===== src/rtl/nes_button_conditioner.sv =====
// Debounces eight raw NES button levels into held levels, press strobes and typematic repeat strobes.
// Level/strobes register D cycles after a stable raw change; no backpressure, strobes are single-cycle.
module nes_button_conditioner #(
    parameter int           DEBOUNCE_CYCLES = 500000,
    parameter int           HOLD_CYCLES     = 25000000,
    parameter int           REPEAT_CYCLES   = 5000000,
    parameter logic [7:0]   REPEAT_MASK     = 8'h0F
) (
    input  logic       clock50MHz,
    input  logic       reset,
    input  logic [7:0] btnRaw,
    output logic [7:0] btnLevel,
    output logic [7:0] btnPress,
    output logic [7:0] btnPulse
);

    localparam int RP_MAX = (HOLD_CYCLES > REPEAT_CYCLES) ? HOLD_CYCLES : REPEAT_CYCLES;
    localparam int DB_W   = $clog2(DEBOUNCE_CYCLES + 1);
    localparam int RP_W   = $clog2(RP_MAX + 1);

    localparam logic [DB_W-1:0] DB_LAST   = DB_W'(DEBOUNCE_CYCLES - 1);
    localparam logic [DB_W-1:0] DB_ONE    = DB_W'(1);
    localparam logic [RP_W-1:0] HOLD_LAST = RP_W'(HOLD_CYCLES);
    localparam logic [RP_W-1:0] REP_LAST  = RP_W'(REPEAT_CYCLES);
    localparam logic [RP_W-1:0] RP_ONE    = RP_W'(1);

    typedef enum logic [1:0] {
        IDLE   = 2'd0,
        HOLD   = 2'd1,
        REPEAT = 2'd2
    } rp_state_t;

    for (genvar i = 0; i < 8; i++) begin : g_chan
        localparam bit RPT_EN = REPEAT_MASK[i];

        logic            level_q;
        logic            level_next;
        logic            press_q;
        logic            press_next;
        logic            pulse_q;
        logic            pulse_next;
        logic            fire;
        logic [DB_W-1:0] db_cnt;
        logic [DB_W-1:0] db_cnt_next;
        logic [RP_W-1:0] rp_cnt;
        logic [RP_W-1:0] rp_cnt_next;
        rp_state_t       state;
        rp_state_t       state_next;

        // Debounce: level only follows raw after DEBOUNCE_CYCLES consecutive disagreeing samples.
        always_comb begin
            level_next  = level_q;
            db_cnt_next = '0;
            if (btnRaw[i] != level_q) begin
                if (db_cnt == DB_LAST) begin
                    level_next = btnRaw[i];
                end else begin
                    db_cnt_next = db_cnt + DB_ONE;
                end
            end
        end

        always_ff @(posedge clock50MHz) begin
            if (reset) begin
                level_q <= 1'b0;
                press_q <= 1'b0;
                pulse_q <= 1'b0;
                db_cnt  <= '0;
                rp_cnt  <= '0;
                state   <= IDLE;
            end else begin
                level_q <= level_next;
                press_q <= press_next;
                pulse_q <= pulse_next;
                db_cnt  <= db_cnt_next;
                rp_cnt  <= rp_cnt_next;
                state   <= state_next;
            end
        end

        // Unmasked channels park in HOLD without counting so rp_cnt never overruns.
        always_comb begin
            state_next  = state;
            rp_cnt_next = rp_cnt;
            case (state)
                IDLE: begin
                    if (press_next) begin
                        state_next  = HOLD;
                        rp_cnt_next = RP_ONE;
                    end
                end
                HOLD: begin
                    if (!level_next) begin
                        state_next  = IDLE;
                        rp_cnt_next = '0;
                    end else if (RPT_EN) begin
                        if (rp_cnt == HOLD_LAST) begin
                            state_next  = REPEAT;
                            rp_cnt_next = RP_ONE;
                        end else begin
                            rp_cnt_next = rp_cnt + RP_ONE;
                        end
                    end
                end
                REPEAT: begin
                    if (!level_next) begin
                        state_next  = IDLE;
                        rp_cnt_next = '0;
                    end else if (rp_cnt == REP_LAST) begin
                        rp_cnt_next = RP_ONE;
                    end else begin
                        rp_cnt_next = rp_cnt + RP_ONE;
                    end
                end
                default: begin
                    state_next  = IDLE;
                    rp_cnt_next = '0;
                end
            endcase
        end

        always_comb begin
            press_next = level_next & ~level_q;
            fire       = 1'b0;
            if (level_next) begin
                if (state == HOLD && RPT_EN && rp_cnt == HOLD_LAST) begin
                    fire = 1'b1;
                end else if (state == REPEAT && rp_cnt == REP_LAST) begin
                    fire = 1'b1;
                end
            end
            pulse_next = press_next | fire;
        end

        assign btnLevel[i] = level_q;
        assign btnPress[i] = press_q;
        assign btnPulse[i] = pulse_q;
    end

endmodule

===== config.mk =====
export PLATFORM = sky130hd
export DESIGN_NAME = nes_button_conditioner
export DESIGN_NICKNAME = d
export VERILOG_FILES = /design/src/rtl/nes_button_conditioner.sv
export SDC_FILE = /design/constraint.sdc
export NUM_CORES = 1
export LEC_CHECK = 0
export CORE_MARGIN = 5
export CORE_UTILIZATION = 56
export DETAILED_ROUTE_END_ITERATION = 7
export GPL_ROUTABILITY_DRIVEN = 0
export PLACE_DENSITY = 0.79
export SYNTH_ARGS = -nofsm -noshare
export SYNTH_HDL_FRONTEND = slang
export SYNTH_SLANG_ARGS = --single-unit

===== constraint.sdc =====
create_clock -name clock50MHz -period 2.3 [get_ports clock50MHz]
set_input_delay 0.46 -clock clock50MHz [delete_from_list [all_inputs] [get_ports clock50MHz]]
set_output_delay 0.46 -clock clock50MHz [all_outputs]
set_load 0.01 [all_outputs]

; ---- Word level (Yosys, flattened, before mapping)
; Cells that the tools add are included.
[totals]
ff_bits = 392
input_bits = 10
out_inout_bits = 24
word_cells = 320
[classes]
add_sub_neg = 16
eq_ne = 68
mux = 112
bitwise_logic = 32
n_reduce_logical = 44
[op_table]
columns = op, count
row1 = $mux W25, 36
row2 = $pmux W25 S3, 8
row3 = $add A25 B1 Y25 const B, 8
row4 = $eq A25 B23 Y1 const B, 8
row5 = $add A19 B1 Y19 const B, 8
row6 = $eq A19 B19 Y1 const B, 8
row7 = $eq A25 B25 Y1 const B, 4
row8 = $mux W2, 24
row9 = $ne A2 B2 Y1 const B, 20
row10 = $mux W1, 36
row11 = $pmux W2 S3, 4
row12 = $reduce_or A3 Y1, 8
row13 = $eq A2 B1 Y1 const B, 8
row14 = $eq A2 B2 Y1 const B, 8
row15 = $logic_not A2 Y1, 8
row16 = $not A1 Y1, 16
row17 = $pmux W2 S2, 4
row18 = $reduce_and A2 Y1, 8
row19 = $logic_and A1 B1 Y1, 12
row20 = $ne A3 B3 Y1 const B, 4
row21 = $reduce_and A3 Y1, 4
row22 = $and A1 B1 Y1, 8
row23 = $ne A1 B1 Y1, 8
row24 = $or A1 B1 Y1, 8
row25 = $reduce_or A2 Y1, 4

; ---- Logic depth before layout (Yosys ltp)
[logic_depth]
depth_word = 6
mapped_depth = 10
ltp_nobuf = 8

; ---- Least setup slack after synthesis
; No wires, ideal clock.
[synth_path]
path_kind = flip-flop to flip-flop
startpoint = reg g_chan[2].rp_cnt[0]
endpoint = reg g_chan[2].rp_cnt[13]
setup_ns = 0.117
t_arrival_ns = 2.132
required_time_ns = 2.183
path_slack_ns = 0.051
path_stages_with_launch = 10
path_buffers = 2
period_less_slack_ns = 2.249
cell_sequence = dfxtp_1 -> inv_1 -> ha_1 -> or4bb_1 -> nor4_4 -> a21o_1 -> a221oi_2 -> buf_4 -> buf_6 -> a22o_1
[synth_between]
elab_chain_len = 4
elab_cells_between_ends = 8
cone_classes = 1 x add/sub / 2 x eq/ne / 5 x mux
[synth_rtl]
columns = item, line
row1 = "start, declared", 45  ; logic [RP_W-1:0] rp_cnt;
row2 = "start signal, assigned", 76  ; rp_cnt <= rp_cnt_next;
row3 = $add A25 B1 Y25 (tied with other cells), "101, 112"
row4 = "$mux W25, on equally long branches", "109, 97"
row5 = "$mux W25, on equally long branches", "106, 93"
row6 = $pmux W25 S3 *, 85  ; case (state)
; Mark *: on every way between the ends. The rest lies on a longest branch, timed or not.
; A chain may end at the register's enable or synchronous reset.

; ---- Worst setup path in the final report
[layout_path]
startpoint = reg g_chan[2].rp_cnt[1]
endpoint = reg g_chan[2].rp_cnt[9]
; The elaborated chain is that of the path after synthesis.

==> Implementation_results.wiki <==
{| class="wikitable"
! Metric !! Value
|-
| Result of the run || complete, but fails checks
|-
| Violated checks || negative setup slack
|-
| Max Fanout on Critical Path || 10
|-
| Maximum VDD drop || 0.458 mV
|-
| Clock root buffer master || clkbuf_16
|-
| DRC marker count from the first detailed-route iteration || around 840
|-
| Share of post-route cells with drive strength above 1 || 13.0%
|-
| Post-DP Area || 14600 sq um
|-
| Drc violations || 0
|-
| Initial core utilization || around 56%
|-
| Clock Path Buffers || 3
|-
| Layout net count || ~1700
|-
| Measured slew at the worst slew-check pin || a little over 0.9 ns
|-
| Setup Viol. Count Final || 6
|-
| Remaining antenna violation count after routing || 0
|-
| YS warnings || 0
|-
| Vias after detailed routing || roughly 12000
|-
| Max-slew headroom || ~38%
|-
| Final HPWL from detailed placement || 19200 um
|-
| Area inside the core boundary || ~24000 sq um
|-
| Number of antenna violations at the first check in global routing || 0
|-
| N_diodes || 0
|-
| Setup TNS || -0.151 ns
|-
| Startpoint of the worst register-to-register path || g_chan[2].rp_cnt[1]
|-
| Mean routed wirelength per cell || 14.4 um
|-
| Syn Nets || around 1600
|-
| Floorplan die height || roughly 170 um
|-
| Port-buffer cells || 33
|-
| Layout area overhead || 18.5%
|-
| TritonRoute pass-1 iters || 6
|-
| Number of clock buffers inserted by TritonCTS || 30
|-
| Global-route total usage across every layer || 21.2%
|-
| Async set-reset flop share out of synthesis || 0%
|-
| Number of vias per cell || 5.73
|-
| Final standard cell area without fillers || between 15000 and 20000 sq um
|-
| Crit path arrival time || roughly 2.8 ns
|-
| Worst Skew || between 0.01 and 0.015 ns
|-
| Fmax achieved || around 430 MHz
|-
| Fraction of the cycle the final worst path needs || 102%
|-
| Pleak || about 0.0057 uW
|-
| Number of standard cells after synthesis || ~1600
|-
| Sinks on the clock net || 280
|-
| Largest net degree at the start of global routing || just over 40
|-
| Count of H-tree levels built during CTS || 1
|-
| Area of the die || between 20000 and 30000 sq um
|-
| Final Critical Period || 2.35 ns
|-
| Yosys reg bits || 280
|-
| Nature of the critical path endpoint || flop
|-
| Post-Place Worst Slack || -0.0837 ns
|-
| Chip Width || 165 um
|-
| Number of violations of the max-capacitance limit || 0
|-
| Sequential cell area fraction in the yosys report || 41.4%
|-
| Post-synth top flop || dfxtp_1
|-
| Power per cell area || roughly 630 nW/um^2
|-
| Final hold slack || between 0.3 and 0.4 ns
|-
| Syn Area/Cell || 8.36 sq um
|-
| Number of synthesized flops with an enable pin || 0
|-
| CP startpoint kind || flop
|-
| Type of the worst setup path || flop to flop
|-
| Unrepaired setup endpoints after global routing || true
|-
| Sum of internal, switching and leakage power || ~10000 uW
|-
| CTS tree || built
|-
| Worst setup path start || g_chan[2].rp_cnt[1]
|-
| Floorplan row count || 57
|-
| Netlist area before placement || approximately 14000 sq um
|-
| Final global-route overflow total || 0
|-
| Worst EP required || 2.74 ns
|-
| Worst min-delay path category || input port to flop
|-
| Setup WS post-layout || -0.0468 ns
|-
| Most common cell after layout, fill and taps aside || dfxtp_1
|-
| IO Count || 34
|-
| Highest-count cells in the layout ignoring fill and taps || 273 x dfxtp_1, 227 x nor2_1, 146 x nand2_1
|-
| Unique masters post-synth || 70
|-
| Number of fillers in the final layout || 1928
|-
| Final hold violations || 0
|-
| Count of final max-slew check failures || 0
|-
| WL final || between 20000 and 30000 um
|-
| Clk_lat worst skew || ~0.55 ns
|-
| Reg clk slew, reported paths || 0.06 ns
|-
| Via count of the first global-routing pass || between 10000 and 15000
|-
| Min-delay src || reset
|-
| Wire length of the first global-routing pass || approximately 51000 um
|}
[state kept, by name, indices dropped and copies added, names as in the netlist]
signal / cells
g_chan.db_cnt: 152
g_chan.rp_cnt: 100
g_chan.level_q: 8
g_chan.press_q: 8
g_chan.state: 8
g_chan.pulse_q: 4
[metrics by stage]
step | util [%] | instances
6_report | 66.8 | 2058
3_5_place_dp | 60.9 | 1993
3_3_place_gp | 60.9 | 1993
4_1_cts | 65.5 | 2051
2_1_floorplan | - | 1619
5_1_grt | 66.8 | 2058
[final cells by class]
cell class | count | area, sq um | share of cell area [%]
Clock buffer | 41 | 853 | 5.32
Timing Repair Buffer | 143 | 1280 | 7.99
Multi-Input combinational cell | 1214 | 7550 | 47.0
Inverter | 44 | 165 | 1.03
Sequential cell | 280 | 5610 | 35.0
Tap cell | 324 | 405 | 2.53
Clock inverter | 12 | 179 | 1.12
[where the power goes]
part | internal, uW | total (uW) | switching [uW]
combinational | 72.6 | 197 | 124
clock | 3040 | 4990 | 1960
sequential | 4860 | 4880 | 11.1
[cell families after synthesis]
family	synth area share [%]
compound gates	12.6
xor+xnor	9.38
fa+ha+maj	1.63
buf+inv	4.69
flops	41.4
mux	0.518
simple gates	29.7
[repair_timing]
item / 4_1_cts / 5_1_grt
cloned: 1 / 4
gates resized for setup: 7 / 50
hold endpoints to repair: 0 / 0
setup endpoints to repair: 23 / 77
buffers inserted: 4 / 3
hold buffers: 0 / 0
pin swaps: 6 / 17
[worst max-delay path: stages, from the launching register on]
cell	delay (ns)
dfxtp_2	0.32
inv_2	0.06
ha_4	0.12
or4bb_4	0.46
nor4_4	0.36
a21o_1	0.28
a221oi_4	0.14
buf_6	0.17
a21o_1	0.15
a22o_1	0.17
[final timing paths]
kind	slack (ns)	depth (start not counted)	endpoint
setup / recovery	-0.05	9	g_chan[2].rp_cnt[9]
hold / removal	0.32	2	g_chan[3].press_q
setup reg to reg	-0.05	9	g_chan[2].rp_cnt[9]
hold reg to reg	0.43	1	g_chan[1].db_cnt[0]
[synth_stat cells (all sizes together), types with 11 or more instances]
cell type | instances | area [sq um]
nor4b | 17 | 155
o21ai | 45 | 225
nor2 | 228 | 856
nand2 | 147 | 552
clkbuf | 38 | 143
a21o | 17 | 128
and2 | 19 | 119
a31oi | 51 | 319
and4 | 17 | 149
and3 | 43 | 269
inv | 44 | 165
a41oi | 11 | 96.3
a22o | 25 | 219
nand3 | 104 | 521
buf | 44 | 328
nor4 | 26 | 190
ha | 16 | 200
nor3 | 32 | 160
nand4 | 49 | 307
or3 | 24 | 150
a21oi | 60 | 300
nand2b | 28 | 175
xnor2 | 66 | 578
xor2 | 79 | 692
dfxtp | 280 | 5610
[metal layers]
metal	vias up	GRT usage, %	part of all wire, %
met2	263	36.7	49
met3	58	2.78	4.3
met4	0	6.19	2.3
met5	-	0	0
li1	5922	-	-
met1	5548	27.6	45
No activity file was read; power rests on OpenSTA's default activity.
